`src/rtl/rr_arb_mux_if.sv`:
```
// ----------------------------------------------------------------------------
// rr_arb_mux_if
//   Bundles the channel-side and consumer-side signals of rr_arb_mux.
//   slave  modport : the arbiter's view (channels and control in, grants and
//                    registered output out).
//   master modport : the environment's view (producers, control, consumer).
//
//   in_data    NUM_CH*WIDTH  channel i data = in_data[i*WIDTH +: WIDTH]
//   in_valid   NUM_CH        channel i holds data
//   in_ready   NUM_CH        channel i transfer accepted this cycle
//   force_en   1             bypass arbitration, only force_sel is eligible
//   force_sel  SELW          forced channel index
//   out_data   WIDTH         registered selected data
//   out_ch     SELW          channel that produced out_data
//   out_valid  1             out_data/out_ch valid
//   out_ready  1             consumer accepts out_data
// ----------------------------------------------------------------------------
interface rr_arb_mux_if #(
   parameter int WIDTH  = 8,
   parameter int NUM_CH = 4
);
   localparam int SELW = $clog2(NUM_CH);

   logic [NUM_CH*WIDTH-1:0] in_data;
   logic [NUM_CH-1:0]       in_valid;
   logic [NUM_CH-1:0]       in_ready;
   logic                    force_en;
   logic [SELW-1:0]         force_sel;
   logic [WIDTH-1:0]        out_data;
   logic [SELW-1:0]         out_ch;
   logic                    out_valid;
   logic                    out_ready;

   modport slave (
      input  in_data, in_valid, force_en, force_sel, out_ready,
      output in_ready, out_data, out_ch, out_valid
   );

   modport master (
      output in_data, in_valid, force_en, force_sel, out_ready,
      input  in_ready, out_data, out_ch, out_valid
   );
endinterface

```
`src/rtl/rr_arb_mux.sv`:
```
// ----------------------------------------------------------------------------
// rr_arb_mux
//   N-channel, W-bit arbitrated multiplexer with one registered output stage.
//   One valid/ready channel is granted per cycle, either round-robin
//   (MODE=0), fixed priority with lowest index winning (MODE=1), or forced
//   through force_en/force_sel. The granted word is captured into the output
//   register and presented with the index of the channel it came from.
//
//   Parameters
//     WIDTH   data width per channel (>=1)
//     NUM_CH  number of input channels (>=2)
//     MODE    0 = round-robin, 1 = fixed priority
//
//   Ports
//     clk     rising-edge clock
//     rst_n   asynchronous active-low reset
//     bus     rr_arb_mux_if.slave (channel inputs, grants, registered output)
// ----------------------------------------------------------------------------
module rr_arb_mux #(
   parameter int WIDTH  = 8,
   parameter int NUM_CH = 4,
   parameter int MODE   = 0
) (
   input  logic         clk,
   input  logic         rst_n,
   rr_arb_mux_if.slave  bus
);

   localparam int              SELW    = $clog2(NUM_CH);
   localparam logic [SELW-1:0] LAST_CH = SELW'(NUM_CH - 1);

   logic [NUM_CH-1:0] grant;
   logic [SELW-1:0]   gnt_id;
   logic              gnt_any;
   logic              load;
   logic              xfer;

   logic [WIDTH-1:0]  out_data_q,  out_data_d;
   logic [SELW-1:0]   out_ch_q,    out_ch_d;
   logic              out_valid_q, out_valid_d;
   logic [SELW-1:0]   ptr_q,       ptr_d;

   // Grant selection. The priority loops run from the least to the most
   // preferred candidate so that the last match overwrites earlier ones.
   always_comb begin : grant_logic
      int idx;
      grant   = '0;
      gnt_id  = '0;
      gnt_any = 1'b0;
      idx     = 0;
      if (bus.force_en) begin
         // An out-of-range force_sel matches no channel and yields no grant.
         for (int i = 0; i < NUM_CH; i++) begin
            if (bus.force_sel == SELW'(i) && bus.in_valid[i]) begin
               grant[i] = 1'b1;
               gnt_id   = SELW'(i);
               gnt_any  = 1'b1;
            end
         end
      end else if (MODE == 1) begin
         for (int i = NUM_CH - 1; i >= 0; i--) begin
            if (bus.in_valid[i]) begin
               grant    = '0;
               grant[i] = 1'b1;
               gnt_id   = SELW'(i);
               gnt_any  = 1'b1;
            end
         end
      end else begin
         // Scan ptr, ptr+1, ... with wrap; offset 0 (the pointer) is preferred.
         for (int k = NUM_CH - 1; k >= 0; k--) begin
            idx = int'(ptr_q) + k;
            if (idx >= NUM_CH) idx = idx - NUM_CH;
            if (bus.in_valid[idx]) begin
               grant      = '0;
               grant[idx] = 1'b1;
               gnt_id     = SELW'(idx);
               gnt_any    = 1'b1;
            end
         end
      end
   end

   // The output register can take a new word when empty or draining now.
   assign load = !out_valid_q || bus.out_ready;
   assign xfer = gnt_any && load;

   // in_ready is held low throughout reset even though load is high then.
   assign bus.in_ready = (xfer && rst_n) ? grant : '0;

   always_comb begin : next_state
      out_data_d  = out_data_q;
      out_ch_d    = out_ch_q;
      out_valid_d = out_valid_q;
      ptr_d       = ptr_q;
      if (xfer) begin
         out_data_d  = bus.in_data[int'(gnt_id)*WIDTH +: WIDTH];
         out_ch_d    = gnt_id;
         out_valid_d = 1'b1;
         // Forced transfers do not disturb the round-robin order.
         if (!bus.force_en && MODE == 0) begin
            ptr_d = (gnt_id == LAST_CH) ? '0 : gnt_id + 1'b1;
         end
      end else if (bus.out_ready) begin
         // Drain: data and channel id keep their last value.
         out_valid_d = 1'b0;
      end
   end

   always_ff @(posedge clk or negedge rst_n) begin
      if (!rst_n) begin
         out_data_q  <= '0;
         out_ch_q    <= '0;
         out_valid_q <= 1'b0;
         ptr_q       <= '0;
      end else begin
         out_data_q  <= out_data_d;
         out_ch_q    <= out_ch_d;
         out_valid_q <= out_valid_d;
         ptr_q       <= ptr_d;
      end
   end

   assign bus.out_data  = out_data_q;
   assign bus.out_ch    = out_ch_q;
   assign bus.out_valid = out_valid_q;

endmodule
```
`src/flat_wrapper.sv`:
```
// flat-port wrapper written by rule: the top's interface ports become plain ports
module rr_arb_mux_flat 
#(
   parameter int WIDTH  = 8,
   parameter int NUM_CH = 4,
   parameter int MODE   = 0
)
  (clk, rst_n, bus_in_data, bus_in_valid, bus_force_en, bus_force_sel, bus_out_ready, bus_in_ready, bus_out_data, bus_out_ch, bus_out_valid);
  rr_arb_mux_if #(.WIDTH(WIDTH), .NUM_CH(NUM_CH)) bus_i ();
  input  logic clk;
  input  logic rst_n;
  input wire logic [$bits(bus_i.in_data)-1:0] bus_in_data;
  input wire logic [$bits(bus_i.in_valid)-1:0] bus_in_valid;
  input wire logic [$bits(bus_i.force_en)-1:0] bus_force_en;
  input wire logic [$bits(bus_i.force_sel)-1:0] bus_force_sel;
  input wire logic [$bits(bus_i.out_ready)-1:0] bus_out_ready;
  output wire logic [$bits(bus_i.in_ready)-1:0] bus_in_ready;
  output wire logic [$bits(bus_i.out_data)-1:0] bus_out_data;
  output wire logic [$bits(bus_i.out_ch)-1:0] bus_out_ch;
  output wire logic [$bits(bus_i.out_valid)-1:0] bus_out_valid;
  assign bus_i.in_data = bus_in_data;
  assign bus_i.in_valid = bus_in_valid;
  assign bus_i.force_en = bus_force_en;
  assign bus_i.force_sel = bus_force_sel;
  assign bus_i.out_ready = bus_out_ready;
  assign bus_in_ready = bus_i.in_ready;
  assign bus_out_data = bus_i.out_data;
  assign bus_out_ch = bus_i.out_ch;
  assign bus_out_valid = bus_i.out_valid;
  rr_arb_mux #(.WIDTH(WIDTH), .NUM_CH(NUM_CH), .MODE(MODE)) u_core (.clk(clk), .rst_n(rst_n), .bus(bus_i));
endmodule
```
`config.mk`:
```
export PLATFORM = sky130hd
export DESIGN_NAME = rr_arb_mux_flat
export DESIGN_NICKNAME = d
export VERILOG_FILES = /design/src/rtl/rr_arb_mux_if.sv /design/src/rtl/rr_arb_mux.sv /design/src/flat_wrapper.sv
export SDC_FILE = /design/constraint.sdc
export NUM_CORES = 1
export LEC_CHECK = 0
export ABC_AREA = 1
export BUFFER_PORTS_ARGS = -buffer_cell sky130_fd_sc_hd__buf_2
export CELL_PAD_IN_SITES_DETAIL_PLACEMENT = 1
export CELL_PAD_IN_SITES_GLOBAL_PLACEMENT = 1
export CORE_MARGIN = 1.5
export CORE_UTILIZATION = 34
export DETAILED_ROUTE_END_ITERATION = 6
export PLACE_DENSITY_LB_ADDON = 0.3
export SLEW_MARGIN = 0
export SYNTH_ARGS = -nofsm -noshare
export SYNTH_HDL_FRONTEND = slang
export SYNTH_SLANG_ARGS = --single-unit
export TNS_END_PERCENT = 5
```
`constraint.sdc`:
```
create_clock -name clk -period 2.85 [get_ports clk]
set_input_delay 0.1425 -clock clk [delete_from_list [all_inputs] [get_ports clk]]
set_output_delay 0.1425 -clock clk [all_outputs]
set_load 0.01 [all_outputs]
```
==> results of run 1 <==
[synth_stat cells]
cell	number
sky130_fd_sc_hd__nor3_1	3
sky130_fd_sc_hd__inv_2	1
sky130_fd_sc_hd__o21ai_2	1
sky130_fd_sc_hd__nand3_2	4
sky130_fd_sc_hd__ha_1	8
sky130_fd_sc_hd__nand2_1	51
sky130_fd_sc_hd__nand3_4	1
sky130_fd_sc_hd__or2_1	5
sky130_fd_sc_hd__o22ai_1	1
sky130_fd_sc_hd__o211ai_1	4
sky130_fd_sc_hd__buf_8	1
sky130_fd_sc_hd__nand2_2	12
sky130_fd_sc_hd__nand3_1	35
sky130_fd_sc_hd__inv_1	41
sky130_fd_sc_hd__nand4_1	1
sky130_fd_sc_hd__a21oi_1	11
sky130_fd_sc_hd__dfrtp_1	13
sky130_fd_sc_hd__inv_4	3
sky130_fd_sc_hd__o21ai_0	8
sky130_fd_sc_hd__inv_6	1
sky130_fd_sc_hd__or2_0	5
sky130_fd_sc_hd__nand2_4	3
sky130_fd_sc_hd__o21ai_4	1
sky130_fd_sc_hd__a21oi_2	1
sky130_fd_sc_hd__nor2_1	7
sky130_fd_sc_hd__buf_6	5
sky130_fd_sc_hd__nor2_2	1
sky130_fd_sc_hd__o21ai_1	2
sky130_fd_sc_hd__o22ai_2	1
[state kept, by name, summed over array words and instances, names as in the netlist]
signal and count:
u_core.ptr_q 2, u_core.bus.out_valid 1, u_core.bus.out_data 8, u_core.bus.out_ch 2
[layout make-up]
| class | instances | area [µm²] |
|---|---|---|
| Sequential cell | 13 | 327 |
| Inverter | 46 | 185 |
| Multi-Input combinational cell | 166 | 940 |
| Clock buffer | 4 | 45.0 |
| Tap cell | 52 | 65.1 |
| Fill cell | 612 | 2460 |
| Timing Repair Buffer | 59 | 305 |
[cell families (layout without fill, tap and decap cells)]
| kind of cell | after synthesis | in the layout | synth area share [%] |
|---|---|---|---|
| fa+ha+maj | 8 | 8 | 6.59 |
| simple gates | 128 | 128 | 42.8 |
| buf+inv | 52 | 109 | 16.9 |
| flops | 13 | 13 | 21.4 |
| compound gates | 30 | 30 | 12.4 |
[per-stage QoR]
step                      util [%]  instances  instance area [µm²]  worst slack, ps
after CTS                     43.1        340                 1860             29.2
after global placement        41.8        335                 1810              406
after floorplan                  -        231                 1520              462
final                         43.2        340                 1870              222
after detailed placement      41.8        335                 1810              301
after global routing          43.2        340                 1870             21.3
[where the power goes]
group	switching, mW	leakage (nW)	internal, mW
clock	0.0654	0.0228	0.0987
combinational	0.837	0.896	0.463
sequential	0.0705	0.157	0.275
total	0.973	1.08	0.837
[critical path: stages (launching register included)]
cell,delay [ps]
sky130_fd_sc_hd__dfrtp_2,470
sky130_fd_sc_hd__inv_2,140
sky130_fd_sc_hd__ha_1,290
sky130_fd_sc_hd__inv_1,100
sky130_fd_sc_hd__nand3_1,100
sky130_fd_sc_hd__nand2_1,160
sky130_fd_sc_hd__nor2_1,60
sky130_fd_sc_hd__nand4_1,100
sky130_fd_sc_hd__nand3_2,220
sky130_fd_sc_hd__nor2_2,220
sky130_fd_sc_hd__o21ai_0,110
sky130_fd_sc_hd__a21oi_1,120
sky130_fd_sc_hd__buf_2,140
[per-layer routing]
| metal | global-route usage, % | up-vias | share of wire [%] |
|---|---|---|---|
| li1 | - | 842 | - |
| met1 | 23.7 | 753 | 45 |
| met2 | 34.4 | 37 | 51 |
| met3 | 1.31 | 8 | 2.8 |
| met4 | 6.20 | 0 | 2.0 |
| met5 | 0 | - | 0 |
[timing repair]
| item | 4_1_cts | 5_1_grt |
|---|---|---|
| setup endpoints to repair | 0 | 4 |
| setup buffers | 0 | 0 |
| resized for setup | 0 | 2 |
| hold endpoints to repair | 13 | 0 |
| hold buffers | 1 | 0 |
[final timing paths]
kind,to,from,cells after the start
max in group asynchronous,u_core.ptr_q[1],rst_n,2
hold reg to reg,u_core.bus.out_data[6],u_core.bus.out_data[6],2
hold / removal,u_core.bus.out_valid,bus_out_ready,4
setup reg to reg,u_core.ptr_q[1],u_core.ptr_q[1],15
setup / recovery,bus_in_ready[1],u_core.ptr_q[1],12
min in group asynchronous,u_core.bus.out_valid,rst_n,2
==> run summary, run 1 <==
Yosys attributes the largest share of cell area to sky130_fd_sc_hd__dfrtp_1 21%, sky130_fd_sc_hd__nand2_1 13%, sky130_fd_sc_hd__nand3_1 12%. The worst setup path is captured at a primary output. For the sequential cell area fraction in the yosys report, the log shows 21.4%.

At the end of the flow, the number of nets in the layout was 339. Across all register-to-register paths, the minimum setup slack is 400 ps. The top cell type by area accounts for 21.4% of the synthesized area. The final weighted congestion in routability-driven placement was 0.838; the average cell area after synthesis was 6.58 µm². The number of antenna diodes in the final layout is 0. The post-synthesis instance area is 0.00152 mm², and the clock transition at the register clock pins on the worst setup and hold paths after CTS is 60 ps. The min-delay analysis places its worst path in the category in -> reg. The power per cell area came out at 970 mW/mm². Hold is met by 203 ps. The maximum fanout encountered on the critical timing path is 11. After layout, the design draws a total of 1.81 mW. The netlist uses 29 different library cells. The timing-limited maximum frequency is 380 MHz, and the initial core utilization is 35.1%.

The run gives 0 as the final-report max-slew violation count. The cell type with the largest total area after synthesis was sky130_fd_sc_hd__dfrtp_1. At the worst endpoint, the required time is 2710 ps. The flop and latch count out of synthesis came out at 13. The via count of the first global-routing pass was 1,689.

By startpoint and endpoint, the worst setup path is classified as reg -> out. Level count of the clock H-tree: 1. The final layout contains routed wiring with a total length of 4.29 mm.

Summed over all nets, the half-perimeter wirelength after detailed placement is 3.60 mm. In this run the tightest slew margin relative to its limit is 72.9%. The largest net degree at the start of global routing was 30. Leaving out fill and tap cells, the most frequent cell in the layout is sky130_fd_sc_hd__buf_2.

The later pin in the worst-skew pair is clocked with a latency of 240 ps. In the routed design, unresolved DRC markers number 0. The tools report the clock tree root buffer cell as sky130_fd_sc_hd__clkbuf_8. TritonCTS built the clock tree. The run gives 0 as the max capacitance violation total. Synthesized net count: 281. The flow ran to the end, and the final reports show no timing, DRC or antenna violations. Counting I/O delays and the setup requirement, the final critical path takes 2630 ps. The first TritonRoute pass finished after 4 iterations.

The die covers 0.00488 mm². Across the VDD grid, the largest voltage drop is 0.341 mV. The library cells used most frequently in the layout, excluding fill and tap cells, are 56 x sky130_fd_sc_hd__buf_2, 51 x sky130_fd_sc_hd__nand2_1, 41 x sky130_fd_sc_hd__inv_1. The hold violation count in the final report is 0, and the leftover overflow at the end of global routing is 0. Setup repair after global routing left no endpoint under its margin. During placement, the flow inserted port buffers numbering 56. Across the routed clock network, the largest skew measured is 2.46 ps.

The y dimension of the die works out to 69.8 µm. Clock sink total: 13. Detailed routing inserted a total of 1,640 vias.

The area growth from synthesis to layout is 22.9%. After floorplanning, the core was divided into 24 placement rows. Share of the clock period used by the worst path after layout: 92.2%. Wire length per cell after detailed routing: 12.6 µm. Setup total negative slack on the finished layout was measured at 0 ps. The first-iteration detailed-routing DRC count was 61. Yosys printed 0 warnings.

Setup violations remaining at the end of the flow were counted as 0. The initial antenna violation count is 0, and the worst path arrival time is 2490 ps. The width of the die was 69.8 µm; the transition time at the pin with the least slew margin was 403 ps. The leakage power came out at 1.08 nW. The overall global routing resource usage was 19.0%. The maximum clock path buffer count is 2, and the clock buffer count from CTS is 3. The synthesized instance count came out at 231. Using the TritonRoute via totals, the vias-per-cell ratio works out to 4.82.

The boundary pin count was 57; the wire length of the first global-routing pass was 7.62 mm. The core region is 0.00432 mm². The share of post-route cells with drive strength above 1 was 32.3%. The kind of start point of the critical path was a flop.

The residual antenna-violating net count after detailed routing is 0.
Power figures use the tool's default switching activity.
==> run 2, diff against run 1 <==
--- a/config.mk
+++ b/config.mk
@@ -10,7 +10,8 @@
 export CELL_PAD_IN_SITES_DETAIL_PLACEMENT = 1
 export CELL_PAD_IN_SITES_GLOBAL_PLACEMENT = 1
 export CORE_MARGIN = 1.5
-export CORE_UTILIZATION = 34
+export CORE_UTILIZATION = 36
+export CTS_CLUSTER_DIAMETER = 40
 export DETAILED_ROUTE_END_ITERATION = 6
 export PLACE_DENSITY_LB_ADDON = 0.3
 export SLEW_MARGIN = 0
==> constraint.sdc (replaced) <==
create_clock -name clk -period 3.3 [get_ports clk]
set_input_delay 0.165 -clock clk [delete_from_list [all_inputs] [get_ports clk]]
set_output_delay 0.165 -clock clk [all_outputs]
set_load 0.01 [all_outputs]
==> run 2 against run 1 <==
  * Critical path depth unchanged
  * Register-to-register slack improved by 160 ps
  * Clock skew fell by 1.0 ps
  * Clock power down 11%
  * Die area fell by 5.3%
  * Count of clock-buffer cells in the layout decreased by 1
  * Critical path type unchanged
  * Critical endpoint is now bus_in_ready[2]
==> run summary, run 2 (same netlist as run 1, synthesis figures left out) <==
The run finished with clean final reports. Before antenna repair, the detailed router went through 4 iterations. The run gives 0 as the residual antenna-violating net count after detailed routing.

The routed design has 4.32 mm of wire. The post-route minimum period is 3030 ps. Power per cell area: 840 mW/mm².

For the worst vdd rail ir drop, the log shows 0.258 mV. The post-layout net count was 338; the number of port buffers was 56. The post-placement setup slack was 550 ps. STA classifies the critical path startpoint as a flop. CTS saw 13 sinks. The average via count per standard cell was 4.90; the final-report max-slew violation count was 0. For this run, the total global-route usage over all layers was measured as 20.7%. For the die area, the log shows 0.00462 mm². The tools report the maximum clock path buffer count as 2. Leaving out fill and tap cells, the most frequent cell in the layout is sky130_fd_sc_hd__buf_2. TritonCTS built the clock tree.

The share of post-route cells with drive strength above 1 was 31.7%. Counting the buffers created by CTS gives 3. After detailed routing, the number of remaining DRC violations is 0. The insertion delay to the later sink of the worst-skew pair came out at 250 ps. For the count of placed standard cells in the final layout, fillers left out, the log shows 337. In the layout the commonest cells are 56 x sky130_fd_sc_hd__buf_2, 51 x sky130_fd_sc_hd__nand2_1, 41 x sky130_fd_sc_hd__inv_1. Placeable core area: 0.00403 mm². The logs give 1,669 for the via count of the first global-routing pass and 0 ps for the post-route setup TNS. The detailed router finished its first iteration with 34 violations. In this run the vertical extent of the chip is 68.0 µm.

After global routing the overflow that remains totals 0. The share of the clock period used by the worst path after layout is 91.9%, and the largest net degree at the start of global routing is 30. The via count was 1,651; the clock skew was 1.44 ps. The worst hold path depth is 4. Hold violation count in the final report: 0. The tightest hold path in the finished design has a slack of 200 ps. The tools report the level count of the clock H-tree as 1.

The tools report the launch point of the worst reg-to-reg path as u_core.ptr_q[0]. For the worst setup path, the data required time is 3130 ps. For this configuration, the core starts out at a cell density of 37.7%. The floorplan step set the die width to 68.0 µm. The critical path startpoint was u_core.ptr_q[0]. Relative to the synthesized area, the layout overhead comes to 22.1%.

Headroom to the max-slew limit came out at 64.3%. Along the worst path, the maximum fanout reaches 13. The first global-routing pass estimated 7.33 mm of wire. The path class of the tightest hold or removal check is in -> reg. Clock tree synthesis selected as its root buffer the cell sky130_fd_sc_hd__clkbuf_8. Setup slack closes at 266 ps. The worst register-to-register path has a depth of 15.

The tools report the total setup violations reported at the end of the flow as 0. Setup repair after global routing left no endpoint under its margin. The worst hold path begins at bus_out_ready. The number of antenna diodes in the final layout is 0. Detailed placement ended at an HPWL of 3.49 mm. The critical path in this run is classified as reg -> out. For this design the top-level I/O count stands at 57. Following the worst setup path forward leads to its endpoint at bus_in_ready[2]. For this design the static power due to leakage is 1.07 nW.

The initial antenna violation count came out at 0. The number of cells after detailed placement is 332, and the flip-flop count of the largest register, all copies and words added is 8. The tools report the total number of placement rows as 23. The wire length per cell after detailed routing works out to 12.8 µm. Transition time at the pin with the least slew margin: 536 ps.

Clock transition at the register clock pins on the worst setup and hold paths after CTS: 60 ps. The worst path arrival time is 2870 ps, and the flop-to-flop setup slack is 560 ps. The worst setup path is captured at a primary output.

The max capacitance violation total came out at 0. The tools report the worst flop-to-flop path endpoint as u_core.ptr_q[1]. The logs give 330 MHz for the timing-limited maximum frequency and 0.840 for the final weighted congestion in routability-driven placement.
## run 2: area by class of cell
cell class,count,area [µm²]
Fill cell,561,2170
Multi-Input combinational cell,166,937
Sequential cell,13,325
Timing Repair Buffer,58,298
Inverter,46,185
Tap cell,50,62.6
Clock buffer,3,41.3
Clock inverter,1,5.00
## run 2: layer usage
| layer | vias to the layer above | track usage (%) | share of wire (%) | wire [µm] |
|---|---|---|---|---|
| met4 | 0 | 5.50 | 1.5 | 65 |
| met3 | 6 | 2.30 | 3.1 | 135 |
| met5 | - | 0 | 0 | 0 |
| met1 | 773 | 25.1 | 43 | 1850 |
| met2 | 34 | 38.3 | 53 | 2270 |
| li1 | 838 | - | - | - |
## run 2: metrics by stage
stage,util (%),instance area (µm²),power [mW]
after global routing,46.0,1850,1.71
after floorplan,-,1520,1.17
after CTS,46.0,1850,1.57
after detailed placement,44.6,1800,1.42
final,46.0,1850,1.56
after global placement,44.6,1800,1.38
## run 2: worst max-delay path, cell delays in order, from the launching register on
cell and delay (ps):
sky130_fd_sc_hd__dfrtp_1 680, sky130_fd_sc_hd__inv_6 100, sky130_fd_sc_hd__ha_1 360, sky130_fd_sc_hd__inv_1 100, sky130_fd_sc_hd__nand3_1 100, sky130_fd_sc_hd__nand2_1 160, sky130_fd_sc_hd__nor2_1 60, sky130_fd_sc_hd__nand4_1 100
sky130_fd_sc_hd__nand3_2 190, sky130_fd_sc_hd__nor2_1 300, sky130_fd_sc_hd__o21ai_0 180, sky130_fd_sc_hd__a21oi_1 140, sky130_fd_sc_hd__buf_2 140
## run 2: report_power, final
group	internal [mW]	switching [mW]	total, mW
Clock	0.0836	0.0621	0.146
Combinational	0.391	0.705	1.10
Sequential	0.236	0.0808	0.317
## run 2: worst min-delay path by stage
stage,slack [ps],endpoint
6_report,200,u_core.bus.out_valid
3_5_place_dp,80,u_core.bus.out_data[1]
2_1_floorplan,-130,u_core.bus.out_ch[0]
5_1_grt,260,u_core.bus.out_valid
4_1_cts,200,u_core.bus.out_valid
3_3_place_gp,80,u_core.bus.out_data[1]
## run 2: what timing repair did
action                    in CTS  in global routing
hold buffers                   1                  0
hold endpoints to repair      13                  0
buffers inserted               0                  0
gates resized for setup        0                  0
==> run 3, diff against run 2 <==
--- a/config.mk
+++ b/config.mk
@@ -10,7 +10,7 @@
 export CELL_PAD_IN_SITES_DETAIL_PLACEMENT = 1
 export CELL_PAD_IN_SITES_GLOBAL_PLACEMENT = 1
 export CORE_MARGIN = 1.5
-export CORE_UTILIZATION = 36
+export CORE_UTILIZATION = 34
 export CTS_CLUSTER_DIAMETER = 40
 export DETAILED_ROUTE_END_ITERATION = 6
 export PLACE_DENSITY_LB_ADDON = 0.3
==> constraint.sdc (replaced) <==
create_clock -name clk -period 3.4 [get_ports clk]
set_input_delay 0.17 -clock clk [delete_from_list [all_inputs] [get_ports clk]]
set_output_delay 0.17 -clock clk [all_outputs]
set_load 0.01 [all_outputs]
==> run 3 against run 2 <==
  * Sequential cell count did not move
  * Via count rose by 0.36%
  * Sequential share of layout area barely moved
  * Clock power fell by 5%
  * Count of clock-buffer cells in the layout rose by 1
  * First-iteration DRC count rose by 53%
  * Combinational power fell by 5%
  * Worst hold slack improved by 11 ps
  * Clock skew rose by 3.0 ps
  * Cell count rose by 0.59%
==> run summary, run 3 (same netlist as run 1, synthesis figures left out) <==
For the clock skew, the log shows 4.49 ps. The tools report the relative slew slack as 62.7%. For the final core utilization, the log shows 42.9%. Based on the critical path, the design can be clocked at up to 347 MHz. Global routing used 18.9% of the available tracks.

Setup repair after global routing left no endpoint under its margin. The hold violation count in the final report came out at 0. In this run the worst hold path is classified as in -> reg. Counting cells, the worst reg-to-reg path comes to 15. The HPWL after detailed placement is 3.45 mm.

In the routed design, unresolved DRC markers number 0. Most common cell after layout, fill and taps aside: sky130_fd_sc_hd__buf_2. The leftover overflow at the end of global routing is 0, and the width of the die is 69.8 µm.

The final-report max-slew violation count is 0. The average via count per standard cell was 4.89; the data required time at the worst endpoint was 3230 ps. Placeable core area: 0.00432 mm². The flow ran to the end, and the final reports show no timing, DRC or antenna violations. The kind of start point of the critical path is a flop. In this run the worst path has a maximum fanout of 13. For the pin with the worst max-slew slack, the measured transition is 560 ps. The clock transition at the register clock pins on the worst setup and hold paths after CTS was 50 ps.

Input and output buffers added on the ports amount to 56. The clock sink total is 13, and the initial core utilization is 35.1%. Counting the buffers created by CTS gives 3. Across the VDD grid, the largest voltage drop is 0.260 mV.

The area growth from synthesis to layout was 22.2%; the worst hold path depth was 4. The final layout contains routed wiring with a total length of 4.22 mm. Summed over all failing endpoints, the final setup total negative slack is 0 ps. Detailed routing inserted a total of 1,657 vias. The number of gates given a new drive strength after cts was 0.

In this run the remaining antenna-violating nets after routing total 0. The diode insertion count for antenna repair is 0, and the via count of the first global-routing pass is 1,637. Dividing the final minimum period by the clock period gives 84.9%.

The clock passes through at most 2 buffers. The initial antenna violation count was 0; the post-layout net count was 338. TritonCTS built the clock tree. Clock tree root buffer cell: sky130_fd_sc_hd__clkbuf_8. At the end of routability-driven placement, the weighted congestion stood at 0.816. Dividing the detail-routed wire length by the instance count gives 12.5 µm. The run gives 24 as the total number of placement rows.

The die is 69.8 µm tall. Dividing total power by cell area gives a power density of 809 mW/mm². The first-iteration detailed-routing DRC count was 52. The first global-routing pass estimated 7.42 mm of wire. The run gives 250 ps as the insertion delay to the later sink of the worst-skew pair.

Setup violations remaining at the end of the flow were counted as 0. The floorplan step defined a die boundary enclosing 0.00488 mm². The worst setup path is of the reg -> out kind. The logs give 2720 ps for the worst path arrival time and 57 for the boundary pin count. Across the run, the number of max-cap violations was 0. Largest net degree at the start of global routing: 30.

The logs give 4 for the total iterations of the first detailed-routing run and 1 for the level count of the clock H-tree. The top cell types in the final layout, fill and taps aside, are 56 x sky130_fd_sc_hd__buf_2, 51 x sky130_fd_sc_hd__nand2_1, 41 x sky130_fd_sc_hd__inv_1. The flip-flop count of the largest register, all copies and words added was 8; the post-route minimum period was 2890 ps.

In the final layout, the share of cells above drive strength 1 is 31.4%. Summed over all cells, the static leakage comes to 1.07 nW. STA classifies the critical path endpoint as a primary output.
run 3: cell count changes in the layout (fill, tap and decap cells not counted):
cell | before | now
sky130_fd_sc_hd__clkbuf_1 | 0 | 1
sky130_fd_sc_hd__clkinv_2 | 1 | 0
run 3: what timing repair did:
item / in CTS / in global routing
hold buffers: 1 / 0
buffers inserted: 0 / 0
endpoints found under the hold margin: 13 / 0
run 3: worst max-delay path: stages (launching register included):
cell and delay [ps]:
sky130_fd_sc_hd__dfrtp_1 690, sky130_fd_sc_hd__inv_6 110, sky130_fd_sc_hd__ha_1 370, sky130_fd_sc_hd__inv_1 110, sky130_fd_sc_hd__nand3_1 100, sky130_fd_sc_hd__nand2_1 160, sky130_fd_sc_hd__nor2_1 60, sky130_fd_sc_hd__nand4_1 100
sky130_fd_sc_hd__nand3_2 70, sky130_fd_sc_hd__nor2_1 230, sky130_fd_sc_hd__o21ai_0 170, sky130_fd_sc_hd__a21oi_1 130, sky130_fd_sc_hd__buf_2 140
run 3: metal layers:
metal | GRT usage, % | vias up | part of all wire, %
met5 | 0 | - | 0
met4 | 7.05 | 0 | 1.9
li1 | - | 840 | -
met3 | 1.74 | 5 | 2.4
met1 | 24.2 | 782 | 43
met2 | 32.7 | 30 | 52
run 3: final timing paths:
| path | to | startpoint | slack [ps] |
|---|---|---|---|
| min in group asynchronous | u_core.ptr_q[1] | rst_n | 340 |
| setup / recovery | bus_in_ready[1] | u_core.ptr_q[0] | 510 |
| setup reg to reg | u_core.ptr_q[1] | u_core.ptr_q[0] | 630 |
| max in group asynchronous | u_core.bus.out_data[4] | rst_n | 2820 |
| hold / removal | u_core.bus.out_valid | bus_out_ready | 210 |
| hold reg to reg | u_core.bus.out_data[5] | u_core.bus.out_data[5] | 500 |
run 3: cell type report:
type	count	area, µm²
timing repair buffer	58	298
fill	615	2470
multi-input combinational	166	937
tap	52	65.1
clock buffer	4	45.0
inverter	46	185
sequential	13	325
run 3: per-stage QoR:
stage	total power, mW	cell area (µm²)	std cells	worst slack [ps]	hold slack (ps)
final	1.50	1860	339	515	211
after floorplan	1.14	1520	231	1010	-126
after global placement	1.34	1800	334	779	75.3
after global routing	1.67	1860	339	288	245
after CTS	1.52	1860	339	477	218
after detailed placement	1.37	1800	334	616	84.1
run 3: where the power goes:
group | switching, mW | leakage, nW | internal, mW
combinational | 0.670 | 0.891 | 0.379
clock | 0.0557 | 0.0228 | 0.0829
sequential | 0.0841 | 0.158 | 0.229
total | 0.810 | 1.07 | 0.691
